**config.mk**
```make
export PLATFORM = sky130hd
export DESIGN_NAME = hazard_ctrl_ms
export DESIGN_NICKNAME = d
export VERILOG_FILES = /design/src/rtl/hazard_ctrl_ms.sv
export SDC_FILE = /design/constraint.sdc
export NUM_CORES = 1
export LEC_CHECK = 0
export ABC_CLOCK_PERIOD_IN_PS = 2700
export CAP_MARGIN = 5
export CORE_MARGIN = 5
export CORE_UTILIZATION = 26
export DETAILED_ROUTE_END_ITERATION = 12
export GPL_ROUTABILITY_DRIVEN = 0
export GPL_TIMING_DRIVEN = 0
export PLACE_DENSITY = 0.94
export SYNTH_ARGS = -nofsm -noshare
export SYNTH_HDL_FRONTEND = slang
export SYNTH_SLANG_ARGS = --single-unit
```
**constraint.sdc**
```tcl
create_clock -name clk -period 2.7 [get_ports clk]
set_input_delay 0.81 -clock clk [delete_from_list [all_inputs] [get_ports clk]]
set_output_delay 0.81 -clock clk [all_outputs]
set_load 0.01 [all_outputs]
```
**src/rtl/hazard_ctrl_ms.sv**
```systemverilog
// ---------------------------------------------------------------------------
// hazard_ctrl_ms
//   Pipeline hazard controller for the 5-stage RISC-V core. Detects load-use
//   hazards between ID/EX and IF/ID and inserts LOAD_STALL_CYC bubbles,
//   flushes on a taken branch/JAL (plus FLUSH_CYC extra IF/ID clear cycles),
//   and freezes the pipeline while the data memory is busy.
//
//   Optional feature macro: HAZARD_PERF_CNT_EN
//     defined   -> saturating stall/flush performance counters
//     undefined -> perf_* ports tied to zero, no counter flops
//
// Ports:
//   clk, rst                      clock, synchronous active-high reset
//   in_idex_memread/in_idex_rd    load in ID/EX and its destination
//   in_ifid_rs1/rs2, use_rs1/rs2  IF/ID sources and their use flags
//   in_branch_jal                 taken redirect resolved in EX
//   in_exmem_memacc/in_dmem_ready data memory access / completion
//   pcwrite, ifidwrite            PC and IF/ID write enables
//   controlsel                    1 = inject bubble into ID/EX
//   ifid_clear/idex_clear/exmem_clear  synchronous pipeline clears
//   pipe_hold                     1 = ID/EX, EX/MEM, MEM/WB hold
//   stall_active                  pcwrite=0 or sequence in progress
//   perf_stall_cnt/perf_flush_cnt performance counters
// ---------------------------------------------------------------------------
module hazard_ctrl_ms #(
  parameter int RA_W           = 5,
  parameter int LOAD_STALL_CYC = 1,
  parameter int FLUSH_CYC      = 0,
  parameter int CNT_W          = 16
) (
  input  logic             clk,
  input  logic             rst,
  input  logic             in_idex_memread,
  input  logic [RA_W-1:0]  in_idex_rd,
  input  logic [RA_W-1:0]  in_ifid_rs1,
  input  logic [RA_W-1:0]  in_ifid_rs2,
  input  logic             in_ifid_use_rs1,
  input  logic             in_ifid_use_rs2,
  input  logic             in_branch_jal,
  input  logic             in_exmem_memacc,
  input  logic             in_dmem_ready,
  output logic             pcwrite,
  output logic             ifidwrite,
  output logic             controlsel,
  output logic             ifid_clear,
  output logic             idex_clear,
  output logic             exmem_clear,
  output logic             pipe_hold,
  output logic             stall_active,
  output logic [CNT_W-1:0] perf_stall_cnt,
  output logic [CNT_W-1:0] perf_flush_cnt
);

  generate
    if (LOAD_STALL_CYC < 1 || LOAD_STALL_CYC > 15) begin : g_bad_ld
      $error("hazard_ctrl_ms: LOAD_STALL_CYC must be in 1..15");
    end
    if (FLUSH_CYC < 0 || FLUSH_CYC > 15) begin : g_bad_fl
      $error("hazard_ctrl_ms: FLUSH_CYC must be in 0..15");
    end
  endgenerate

  localparam logic [3:0] LD_INIT = 4'(LOAD_STALL_CYC - 1);
  localparam logic [3:0] FL_INIT = 4'(FLUSH_CYC);

  typedef enum logic [1:0] {S_RUN, S_LD_STALL, S_FLUSH} state_t;

  state_t     state;
  logic [3:0] cnt;

  logic hz_ld;
  logic mem_wait;

  // x0 is hardwired to zero, so a load targeting it never creates a hazard.
  assign hz_ld = in_idex_memread && (in_idex_rd != '0) &&
                 ((in_ifid_use_rs1 && (in_idex_rd == in_ifid_rs1)) ||
                  (in_ifid_use_rs2 && (in_idex_rd == in_ifid_rs2)));

  assign mem_wait = in_exmem_memacc && !in_dmem_ready;

  // Zero-latency control: outputs depend on current inputs and state.
  always_comb begin
    pcwrite     = 1'b1;
    ifidwrite   = 1'b1;
    controlsel  = 1'b0;
    ifid_clear  = 1'b0;
    idex_clear  = 1'b0;
    exmem_clear = 1'b0;
    pipe_hold   = 1'b0;
    if (rst) begin
      pcwrite     = 1'b0;
      ifidwrite   = 1'b0;
      controlsel  = 1'b1;
      ifid_clear  = 1'b1;
      idex_clear  = 1'b1;
      exmem_clear = 1'b1;
    end else if (mem_wait) begin
      pcwrite   = 1'b0;
      ifidwrite = 1'b0;
      pipe_hold = 1'b1;
    end else if (in_branch_jal) begin
      controlsel  = 1'b1;
      ifid_clear  = 1'b1;
      idex_clear  = 1'b1;
      exmem_clear = 1'b1;
    end else begin
      case (state)
        S_RUN: begin
          if (hz_ld) begin
            pcwrite    = 1'b0;
            ifidwrite  = 1'b0;
            controlsel = 1'b1;
          end
        end
        S_LD_STALL: begin
          pcwrite    = 1'b0;
          ifidwrite  = 1'b0;
          controlsel = 1'b1;
        end
        S_FLUSH: begin
          ifid_clear = 1'b1;
          controlsel = 1'b1;
        end
        default: ;
      endcase
    end
  end

  assign stall_active = rst || !pcwrite || (state != S_RUN);

  always_ff @(posedge clk) begin
    if (rst) begin
      state <= S_RUN;
      cnt   <= 4'd0;
    end else if (mem_wait) begin
      // Memory busy: the whole sequence is frozen where it is.
      state <= state;
      cnt   <= cnt;
    end else if (in_branch_jal) begin
      // A redirect restarts the flush sequence regardless of what was running.
      if (FLUSH_CYC > 0) begin
        state <= S_FLUSH;
        cnt   <= FL_INIT;
      end else begin
        state <= S_RUN;
        cnt   <= 4'd0;
      end
    end else begin
      case (state)
        S_RUN: begin
          if (hz_ld && (LOAD_STALL_CYC > 1)) begin
            state <= S_LD_STALL;
            cnt   <= LD_INIT;
          end
        end
        S_LD_STALL, S_FLUSH: begin
          if (cnt == 4'd1) begin
            state <= S_RUN;
            cnt   <= 4'd0;
          end else begin
            cnt <= cnt - 4'd1;
          end
        end
        default: begin
          state <= S_RUN;
          cnt   <= 4'd0;
        end
      endcase
    end
  end

`ifdef HAZARD_PERF_CNT_EN
  logic [CNT_W-1:0] stall_cnt_reg;
  logic [CNT_W-1:0] flush_cnt_reg;

  always_ff @(posedge clk) begin
    if (rst) begin
      stall_cnt_reg <= '0;
      flush_cnt_reg <= '0;
    end else begin
      if (!pcwrite && (stall_cnt_reg != '1))
        stall_cnt_reg <= stall_cnt_reg + 1'b1;
      if (ifid_clear && (flush_cnt_reg != '1))
        flush_cnt_reg <= flush_cnt_reg + 1'b1;
    end
  end

  assign perf_stall_cnt = stall_cnt_reg;
  assign perf_flush_cnt = flush_cnt_reg;
`else
  assign perf_stall_cnt = '0;
  assign perf_flush_cnt = '0;
`endif

endmodule
```
# Word-level counts from Yosys, hierarchy flattened
# Cells that the tools add are included.
classes:
  n_addsub: 1
  eq_ne: 7
  mux: 25
  n_bitwise: 1
  reduce_logical: 16
ops:
  columns: ["operator", "count"]
  rows:
  - ["1-bit 2-to-1 mux", 17]
  - ["5-bit equality test", 2]
  - ["4-bit 2-to-1 mux", 2]
  - ["4-bit case mux with 2 select lines", 1]
  - ["1-bit logical AND", 5]
  - ["5-bit nonzero test", 1]
  - ["4-bit by 1-bit equality test with 1-bit output (second input constant)", 1]
  - ["2-bit 2-to-1 mux", 2]
  - ["1-bit case mux with 2 select lines", 2]
  - ["2-bit case mux with 2 select lines", 1]
  - ["4-bit by 1-bit subtractor with 4-bit output (second input constant)", 1]
  - ["1-bit logical OR", 3]
  - ["3-bit by 1-bit inequality test with 1-bit output (second input constant)", 1]
  - ["3-bit AND reduction", 1]
  - ["2-bit by 1-bit equality test with 1-bit output (second input constant)", 1]
  - ["2-bit equality test (second input constant)", 1]
  - ["1-bit zero test", 2]
  - ["2-bit zero test", 1]
  - ["2-bit inequality test (second input constant)", 1]
  - ["2-bit AND reduction", 1]
  - ["2-bit nonzero test", 1]
  - ["2-bit OR reduction", 1]
  - ["1-bit NOT", 1]
word_totals:
  regBits: 6
  in_bits: 23
  out_inout_bits: 40
  wordCells: 52

# Longest topological paths before layout
depth:
  ltp_word: 12
  mapped_depth: 5
  mapped_depth_nobuf: 4

# Worst setup path before layout
# OpenSTA, ideal clock, no wires.
synth_timing:
  path_type: "input port to output port"
  startpoint: "in in_idex_rd[4]"
  endpoint: "out pcwrite"
  arrival_ps: 1854
  t_required_ps: 1890
  setup_slack_ps: 36
  stages: 5
  path_buffers: 1
  path_cell_list: "xor2_1 > nor4_2 > a32oi_1 > o31a_1 > buf_4"
synth_via:
  elab_chain_cells: 9
  elab_cells_between_ends: 13
  cone_classes: "eq/ne (2); mux (5); reduce/logical (6)"
synth_lines:
  columns: ["item", "line", "source"]
  rows:
  - ["from (decl)", "34", "input logic [RA_W-1:0] in_idex_rd,"]
  - ["5-bit equality test (on tied branches)", "76, 77", null]
  - ["1-bit logical AND (on tied branches)", "76, 77", null]
  - ["1-bit logical OR", "76", "((in_ifid_use_rs1 && (in_idex_rd == in_ifid_rs1)) ||"]
  - ["1-bit logical AND *", "75", "assign hz_ld = in_idex_memread && (in_idex_rd != '0) &&"]
  - ["1-bit 2-to-1 mux *", null, null]
  - ["1-bit case mux with 2 select lines *", null, null]
  - ["1-bit 2-to-1 mux * (3 in series)", null, null]
  - ["to (decl)", "42", "output logic pcwrite,"]
# Every way passes the cells marked *; elsewhere a longest branch is shown, timed or not.

# Worst setup path in the final report
layout_timing:
  startpoint: "in in_ifid_rs2[4]"
  endpoint: "out pcwrite"
layout_via:
  elab_chain_cells: 9
layout_lines:
  columns: ["item", "line", "source"]
  rows:
  - ["from (decl)", "36", "input logic [RA_W-1:0] in_ifid_rs2,"]
  - ["5-bit equality test", "77", "(in_ifid_use_rs2 && (in_idex_rd == in_ifid_rs2)));"]
  - ["1-bit logical AND", "77", null]
  - ["1-bit logical OR", "76", null]
  - ["1-bit logical AND", "75", null]
  - ["1-bit 2-to-1 mux", "109", "if (hz_ld) begin"]
  - ["1-bit case mux with 2 select lines", "107", "case (state)"]
  - ["1-bit 2-to-1 mux", "101", "end else if (in_branch_jal) begin"]
  - ["1-bit 2-to-1 mux", "97", "end else if (mem_wait) begin"]
  - ["1-bit 2-to-1 mux", "90", "if (rst) begin"]
# No other way between the ends.

==> flow_summary.toml <==
[worst_setup_path]
path_cells = "buf_6, xor2_2, nor4_2, a32oi_2, o31a_1, buf_4, buf_6"
critPathKind = "in2out"
critPathArrivalTime_ns = 2.08
crit_fanout = 2
cp_common_cell = "buf_6"
start_kind = "input pin"
worstPathRequired_ns = 1.89
critPathSlowestCell = "nor4_2"
worstSetupEndpointType = "output port"
cpPeakStageDelay_ns = 0.31

[sta]
fmax_mhz = 346
slew_violations = 0
fin_crit_ns = 2.89
hold_viol = 0
setup_viol = 4
rsz0062_at_grt = "true"
fin_ws_ns = -0.191
holdWs_ns = 2.17
post-route-period-util_pct = 107

[floorplanning]
die_area_um2 = 2690
die_w_um = 51.9
die_h_um = 51.9
start_util_pct = 27.0
core_area_um2 = 1690
std_cell_rows = 15
pin_count = 63

[power]
internal_power_uw = 86.2
comb_power_share_pct = 100.0
p_seq_share_pct = 0
clock_power_share_pct = 0
irDropWorstVdd_mv = 0.0748
leakagePower_uw = 0.000544
p_per_area_nw_per_um2 = 156
switching_share_pct = 44.8
switching_power_uw = 70.0

[synthesis]
netlist_area_um2 = 457
postSynthCellCount = 61
synth.area.top_cells = "buf_4 58%, xor2_1 15%, xnor2_1 3.8%, o31ai_1 3.3%, nor4_2 2.7%"
post-synth-top-count-cell = "buf_4"
yosysWarnings = 0
seq_area_frac_synth_pct = 0
yosys.area.top_type = "buf_4"
ys_types = 17
synthTopCellsByCount = "35 x buf_4, 8 x xor2_1, 2 x nor2_1, 2 x o31ai_1, 2 x xnor2_1"
syn_avg_cell_area_um2 = 7.49
yosysTopAreaCellShare_pct = 57.5

[global_route]
grt_max_degree = 4
groute.usage.overall_pct = 11.9
grt.overflow.total = 0
grt_pass1_vias = 540
antenna_found_initial = 0
grt_pass1_wl_mm = 2.47

[routing]
route.met3.wl_um = 287
ant_nets = 0
routed_via_density = 3.60
post_drt_wl_per_cell_um = 10.9
num_vias = 515
wl_met1_um = 459
wl_met2_um = 816
wl_mm = 1.56
first_pass_iters = 1
drt_iter0_markers = 0
highest-signal-layer = "met3"
drc = 0

[place]
portBuffers = 30
post-place-ws_ns = -1.02
dp_hpwl_mm = 1.37

[clock_tree]
ctsHoldBuffers = 0

[layout]
seq_cell_count = 0
drive_gt1_share_pct = 56.3
nClkBuffers = 0
regArea_um2 = 0
syn_to_final_growth_pct = 119
fillCellCount = 141
nets = 151
antenna-diode-count = 0

[flow_run]
drv_cap = 0

[worst_hold_path]
hp-class = "in2out"

[outcome]
failed_checks = "setup timing"
run_status = "complete, but fails checks"
-- kinds of logic after synthesis --
| kind of cell | Yosys count | share of synthesized area [%] |
|---|---|---|
| buffers and inverters | 36 | 58.4 |
| XOR/XNOR | 10 | 19.2 |
| other | 1 | 0.821 |
| AND/OR/NAND/NOR | 8 | 11.5 |
| AO/OA/AOI/OAI | 6 | 10.1 |
-- timing repair --
action | 4_1_cts | 5_1_grt
endpoints found under the setup margin | 8 | 4
setup buffers | 4 | 0
gates resized for setup | 93 | 10
cloned | 0 | 0
pin swaps | 16 | 2
-- cells in the final DEF, fill, tap and decap left out --
| cell | n |
|---|---|
| buf_4 | 39 |
| o31a_1 | 1 |
| xnor2_1 | 2 |
| dlygate4sd2_1 | 8 |
| buf_6 | 6 |
| buf_2 | 7 |
| o31ai_4 | 2 |
| and2_1 | 1 |
| nor4_2 | 2 |
| o21ai_2 | 1 |
| clkdlybuf4s15_1 | 3 |
| a32oi_2 | 1 |
| xor2_1 | 3 |
| clkdlybuf4s15_2 | 1 |
| buf_8 | 1 |
| inv_2 | 1 |
| nor2_2 | 1 |
| nor2b_2 | 1 |
| or4_4 | 1 |
| clkdlybuf4s50_1 | 4 |
| a21oi_4 | 1 |
| xor2_2 | 5 |
| conb_1 | 32 |
| nand2b_4 | 1 |
| nor2_1 | 1 |
-- power by group through the flow --
stage / Sequential, uW / Combinational [uW] / Clock [uW]
final: 0 / 156 / 0
after floorplan: 0 / 82.7 / 0
after detailed placement: 0 / 140 / 0
after global routing: 0 / 169 / 0
after CTS: 0 / 148 / 0
after global placement: 0 / 137 / 0
-- area by class of cell --
type	instances	area (um^2)	area share, %
plain buffers	35	263	26.3
repair buffers	34	299	29.9
well taps	17	21.3	2.13
inverters	1	3.75	0.375
multi-input cells	56	413	41.3
-- metrics by stage --
| step | area (um^2) | utilization (%) | total power, uW | std cells | setup TNS, ns |
|---|---|---|---|---|---|
| floorplan | 573 | - | 82.7 | 92 | 0 |
| CTS | 970 | 57.4 | 148 | 143 | -0.519 |
| global route | 1000 | 59.2 | 169 | 143 | -0.802 |
| finish | 1000 | 59.2 | 156 | 143 | -0.629 |
| detailed placement | 895 | 53.0 | 140 | 139 | -5.14 |
| global placement | 895 | 53.0 | 137 | 139 | -4.71 |
-- worst paths after layout --
path | startpoint | end | slack [ns] | cells past startpoint
worst min-delay path | in_idex_rd[0] | ifidwrite | 2.17 | 4
worst max-delay path | in_ifid_rs2[4] | pcwrite | -0.19 | 7
-- critical path: cells and delay by family --
kind / cells / cell delay, ns
compound gates: 2 / 0.45
buf+inv: 3 / 0.35
simple gates: 1 / 0.31
xor+xnor: 1 / 0.16
-- metal layers --
layer	GRT usage, %	vias up
met3	2.58	0
met4	0.873	0
li1	-	257
met2	25.1	48
met5	0	-
met1	11.7	210
(Power assumes the default switching activity.)
